`src/rtl/tx_sequencer.sv`:
```
// Byte transmit sequencer: fetches message bytes from a synchronous RAM and presents
// them to a modulator with valid/ready handshaking. Define TX_PREAMBLE_EN to add a preamble.
module tx_sequencer #(
  parameter int          MAX_LEN       = 1000,
  parameter int          PREAMBLE_LEN  = 4,
  parameter logic [7:0]  PREAMBLE_BYTE = 8'h55
) (
  input  logic       clk,
  input  logic       reset,
  input  logic       i_transmit,
  input  logic [9:0] i_msg_length,
  output logic       o_ram_rd,
  output logic [9:0] o_ram_addr,
  input  logic [7:0] i_ram_data,
  output logic [7:0] o_byte,
  output logic       o_byte_valid,
  input  logic       i_byte_ready,
  output logic       o_busy,
  output logic       o_tx_done
);

`ifdef TX_PREAMBLE_EN
  typedef enum logic [2:0] {
    S_IDLE, S_PREAMBLE, S_FETCH, S_WAIT, S_PRESENT, S_DONE
  } state_t;
  localparam int PW = (PREAMBLE_LEN > 1) ? $clog2(PREAMBLE_LEN) : 1;
  localparam logic [PW-1:0] L_PRE_LAST = PW'(PREAMBLE_LEN - 1);
  logic [PW-1:0] r_pre_cnt;
`else
  typedef enum logic [2:0] {
    S_IDLE, S_FETCH, S_WAIT, S_PRESENT, S_DONE
  } state_t;
`endif

  localparam logic [9:0] L_MAX = 10'(MAX_LEN);

  state_t     r_state;
  logic       r_transmit;
  logic [9:0] r_idx;
  logic [9:0] r_len;

  logic       w_start;
  logic [9:0] w_len_clamp;
  logic [9:0] w_idx_next;
  logic       w_more;

  assign w_start     = i_transmit & ~r_transmit;
  assign w_len_clamp = (i_msg_length > L_MAX) ? L_MAX : i_msg_length;
  assign w_idx_next  = r_idx + 10'd1;
  assign w_more      = (w_idx_next < r_len);

  always_ff @(posedge clk or posedge reset) begin
    if (reset) begin
      r_state      <= S_IDLE;
      r_transmit   <= 1'b0;
      r_idx        <= 10'd0;
      r_len        <= 10'd0;
      o_byte       <= 8'h00;
      o_byte_valid <= 1'b0;
      o_ram_rd     <= 1'b0;
      o_ram_addr   <= 10'd0;
      o_busy       <= 1'b0;
      o_tx_done    <= 1'b0;
`ifdef TX_PREAMBLE_EN
      r_pre_cnt    <= '0;
`endif
    end else begin
      r_transmit <= i_transmit;
      o_ram_rd   <= 1'b0;
      o_tx_done  <= 1'b0;
      case (r_state)
        S_IDLE: begin
          // Edges arriving in any other state fall through untouched.
          if (w_start) begin
            r_len  <= w_len_clamp;
            r_idx  <= 10'd0;
            o_busy <= 1'b1;
`ifdef TX_PREAMBLE_EN
            r_pre_cnt    <= '0;
            o_byte       <= PREAMBLE_BYTE;
            o_byte_valid <= 1'b1;
            r_state      <= S_PREAMBLE;
`else
            if (w_len_clamp != 10'd0) begin
              o_ram_rd   <= 1'b1;
              o_ram_addr <= 10'd0;
              r_state    <= S_FETCH;
            end else begin
              o_tx_done <= 1'b1;
              r_state   <= S_DONE;
            end
`endif
          end
        end
`ifdef TX_PREAMBLE_EN
        S_PREAMBLE: begin
          if (i_byte_ready) begin
            if (r_pre_cnt == L_PRE_LAST) begin
              o_byte_valid <= 1'b0;
              if (r_len != 10'd0) begin
                o_ram_rd   <= 1'b1;
                o_ram_addr <= 10'd0;
                r_state    <= S_FETCH;
              end else begin
                o_tx_done <= 1'b1;
                r_state   <= S_DONE;
              end
            end else begin
              r_pre_cnt <= r_pre_cnt + 1'b1;
            end
          end
        end
`endif
        S_FETCH: begin
          r_state <= S_WAIT;
        end
        S_WAIT: begin
          o_byte       <= i_ram_data;
          o_byte_valid <= 1'b1;
          r_state      <= S_PRESENT;
        end
        S_PRESENT: begin
          if (i_byte_ready) begin
            o_byte_valid <= 1'b0;
            // idx only advances when another byte follows, so it never passes len-1.
            if (w_more) begin
              r_idx      <= w_idx_next;
              o_ram_addr <= w_idx_next;
              o_ram_rd   <= 1'b1;
              r_state    <= S_FETCH;
            end else begin
              o_tx_done <= 1'b1;
              r_state   <= S_DONE;
            end
          end
        end
        S_DONE: begin
          o_busy  <= 1'b0;
          r_idx   <= 10'd0;
          r_state <= S_IDLE;
        end
        default: begin
          o_busy       <= 1'b0;
          o_byte_valid <= 1'b0;
          r_state      <= S_IDLE;
        end
      endcase
    end
  end

endmodule

```
`config.mk`:
```
export PLATFORM = sky130hd
export DESIGN_NAME = tx_sequencer
export DESIGN_NICKNAME = d
export VERILOG_FILES = /design/src/rtl/tx_sequencer.sv
export SDC_FILE = /design/constraint.sdc
export NUM_CORES = 1
export LEC_CHECK = 0
export ABC_AREA = 0
export BUFFER_PORTS_ARGS = -buffer_cell sky130_fd_sc_hd__buf_2
export CORE_AREA = 2 2 70 72
export CTS_BUF_LIST = sky130_fd_sc_hd__clkbuf_8 sky130_fd_sc_hd__clkbuf_16
export CTS_CLUSTER_DIAMETER = 80
export DETAILED_ROUTE_END_ITERATION = 10
export DIE_AREA = 0 0 72 74
export PLACE_DENSITY = 0.74
export SETUP_SLACK_MARGIN = 0.02
export SYNTH_ARGS = -nofsm -noshare
export SYNTH_HDL_FRONTEND = slang
export SYNTH_SLANG_ARGS = --single-unit
```
`constraint.sdc`:
```
create_clock -name clk -period 3 [get_ports clk]
set_input_delay 0.15 -clock clk [delete_from_list [all_inputs] [get_ports clk]]
set_output_delay 0.15 -clock clk [all_outputs]
set_load 0.01 [all_outputs]
```
==> run_results.csv <==
group,metric,value,unit
run_status,status,"finished, final reports clean",
timing,fin_ws,0.0381,ns
synthesis,yosysUniqueCellTypes,40,
route,drtPass1Iterations,4,
setup_path,worst_ep_required_time,3.19,ns
global_routing,grt_pass1_wl,7020,um
route,via_count,1685,
timing,worst_pin_slew,0.924,ns
setup_path,reg2reg_to,"r_idx[3]",
setup_path,reg2regPathDepth,12,
clocking,path_clk_slew,0.08,ns
power,p_leak,1.48,nW
placed_design,hpwlAfterDp,3100,um
synthesis,avgSynthCellArea,11.2,sq um
global_routing,grt_max_degree,47,
synthesis,syn_inst,196,
route,drc,0,
clocking,cts_buffers,5,
floorplanning,start_util,47.7,%
clocking,cts_sinks,46,
final_layout,n_antenna_cell,0,
global_routing,grtUsageMet1,24.5,%
route,wire_per_inst,15.1,um
timing,setup_viol,0,
global_routing,antenna_found_initial,0,
setup_path,cp-end-kind,"register",
placed_design,numPortBuffers,43,
route,drt_iter0_drc,148,
placed_design,gp_congestion,0.846,
clocking,cts_tree,"built",
setup_path,r2r_start,"r_idx[5]",
timing,fin_skew,0.00677,ns
timing,maxClockFrequency,338,MHz
setup_path,cp_max_fo,5,
setup_path,critPathKind,"reg2reg",
final_layout,area_delta_synth_final,30.5,%
global_routing,busiest_layer,"met2",
timing,maxSlewHeadroom,38.3,%
setup_path,cp_slowest_cell,"dfrtp_1",
floorplanning,die_area,5330,sq um
final_layout,nets,292,
synthesis,yosys_warnings,0,
global_routing,first_global_vias,1519,
clocking,cts_buffer_depth,2,
clocking,clk_latency,0.30,ns
route,routed_wl,4760,um
floorplanning,ios,44,
power,p_per_area,831,nW/um^2
final_layout,drive_above_1_share,39.1,%
synthesis,yosysSeqAreaShare,52.5,%
power,p_total,2.38,mW
final_layout,instances_no_fill,315,
floorplanning,core,4600,sq um
floorplanning,fp-row-count,25,
synthesis,ys_ff_latch,46,
power,irDropWorstVdd,0.447,mV
global_routing,use_met2,27.1,%
timing,hold_violations,0,
global_routing,overflow,0,
clocking,h-tree-depth,2,
floorplanning,dieWidth,72,um
timing,fin_crit_sh,98.7,%
synthesis,syn-num-nets,228,
route,vias_per_cell,5.35,
setup_path,crit_chain,"nand2_1, nor3_4, nand3_2, xor2_2, inv_1, ha_1, and4_4, o211a_4, a2111oi_4, buf_4, a21boi_4, a22o_1",
run,drv_cap,0,
timing,slew_violations,0,
worst_hold_path,min_path_type,"in2async",
final_layout,utilization,62.2,%
setup_path,startpoint,"r_idx[5]",
route,ant_nets,0,
timing,finalCriticalPeriod,2.96,ns
placed_design,place_ws,-0.000544,ns
setup_path,critPathMaxStageDelay,0.44,ns
global_routing,grtUsageTotal,17.5,%
setup_path,cp-start-kind,"register",
placed_design,placedCellCount,291,
clocking,root_buffer,"clkbuf_8",
synthesis,synthesis.area,2190,sq um
setup_path,cp_data_arrival_time,3.16,ns
global_routing,use_met3,4.34,%
setup_path,r2r_slack,0.04,ns
floorplanning,die_y,74,um
-- layer usage --
metal  share of wire, %  wire (um)
met1                 47       2220
met3                4.1        194
met4                1.2         59
met2                 48       2290
met5                  0          0
-- critical path, delay by kind of cell (launching register included) --
kind | cells | cell delay (ns)
xor+xnor | 1 | 0.22
simple gates | 4 | 0.70
buf+inv | 2 | 0.30
fa+ha+maj | 1 | 0.30
flops | 1 | 0.44
compound gates | 4 | 0.88
-- layout by cell type, fill, tap and decap left out, types with 2 or more instances in the layout --
cell type and n:
a21boi_4 3, a21oi_1 4, a22o_1 13, and3_1 3, buf_12 2, buf_2 44, buf_4 15, bufinv_16 2
clkbuf_8 6, dfrtp_1 46, ha_1 8, inv_1 20, mux2_2 9, nand2_1 12, nand2_2 2, nand3_1 6
nand3_2 3, nand3b_1 2, nor2_1 2, nor2_2 4, nor3_1 3, o21ai_0 11, o21ai_1 2, o22ai_1 2
o2bb2ai_1 6, xnor2_1 3, xor2_1 4
-- metrics by stage --
stage | setup TNS (ns) | hold WS [ns] | cell area (sq um)
floorplan | 0 | 0.181 | 2190
global placement | 0 | 0.270 | 2480
detailed placement | -0.000544 | 0.273 | 2480
CTS | 0 | 0.0710 | 2640
global route | -0.175 | 0.0588 | 2860
finish | 0 | 0.0479 | 2860
-- synthesized netlist by cell type --
library cell   n  area share [%]
nor2b_1        1            0.29
nor4_1         1            0.29
nor3_2         1            0.46
nand3_1        9             2.1
a22oi_1        1            0.34
xor2_1         5             2.0
nor2_1         4            0.68
clkbuf_1       3            0.51
a21boi_2       2             1.0
o21ai_0       12             2.7
buf_6          1            0.51
dfrtp_1       46              53
xnor2_1        3             1.2
o22ai_1        2            0.57
inv_1         21             3.6
a21boi_1       1            0.34
and4_1         2            0.80
o21ba_2        1            0.46
a2111oi_4      1             1.3
a211oi_1       1            0.34
a211o_1        1            0.40
nand3b_1       2            0.68
o21a_1         1            0.34
nor2_2         2            0.57
nor3_1         4            0.91
o21ai_1        2            0.46
a31oi_1        1            0.29
ha_1          10             5.7
a21oi_1        4            0.91
o211ai_1       1            0.34
nand2_1       14             2.4
and3_1         3            0.86
and3b_1        1            0.40
o2bb2ai_1      6             2.4
o211a_1        1            0.46
a2111o_1       1            0.51
a22o_1        13             5.2
buf_2          1            0.23
mux2_2         9             4.6
buf_4          1            0.34
-- cells by family (layout without fill, tap and decap cells) --
logic type / Yosys count / in the layout / share of synthesized area [%]
DFF: 46 / 46 / 52.5
buffers and inverters: 27 / 91 / 5.19
and+or+nand+nor: 44 / 44 / 10.4
xor gates and xnor gates: 8 / 8 / 3.20
AOI/OAI and AO/OA: 52 / 53 / 18.4
adders and majority gates: 10 / 10 / 5.71
muxes: 9 / 9 / 4.62
-- registers in the layout (all words and copies together) (netlist names) --
register	count
o_busy	1
o_byte	8
o_byte_valid	1
o_ram_addr	10
o_ram_rd	1
o_tx_done	1
r_idx	10
r_len	10
r_state	3
r_transmit	1
-- what timing repair did --
item,CTS,global route
pin swaps,0,11
endpoints found under the setup margin,13,21
cloned,0,1
hold buffers,1,0
hold endpoints to repair,1,0
gates resized for setup,1,20
setup buffers,0,14
-- how the worst max path moves through the flow --
stage                to
4_1_cts        r_idx[0]
6_report       r_idx[3]
3_5_place_dp   r_idx[0]
3_3_place_gp   r_idx[0]
2_1_floorplan  r_idx[0]
5_1_grt        r_idx[3]
-- power by group --
part	internal [mW]	switching [mW]	leakage (nW)
Sequential	0.807	0.113	0.578
Combinational	0.434	0.462	0.827
Clock	0.355	0.206	0.0714
Total	1.60	0.780	1.48
-- layout make-up --
type / instances / area [sq um]
inverter: 21 / 78.8
sequential: 46 / 1150
timing repair buffer: 62 / 383
fill: 353 / 1740
multi-input combinational: 124 / 1040
tap: 54 / 67.6
clock inverter: 2 / 60.1
clock buffer: 6 / 82.6
(Power assumes the default switching activity.)
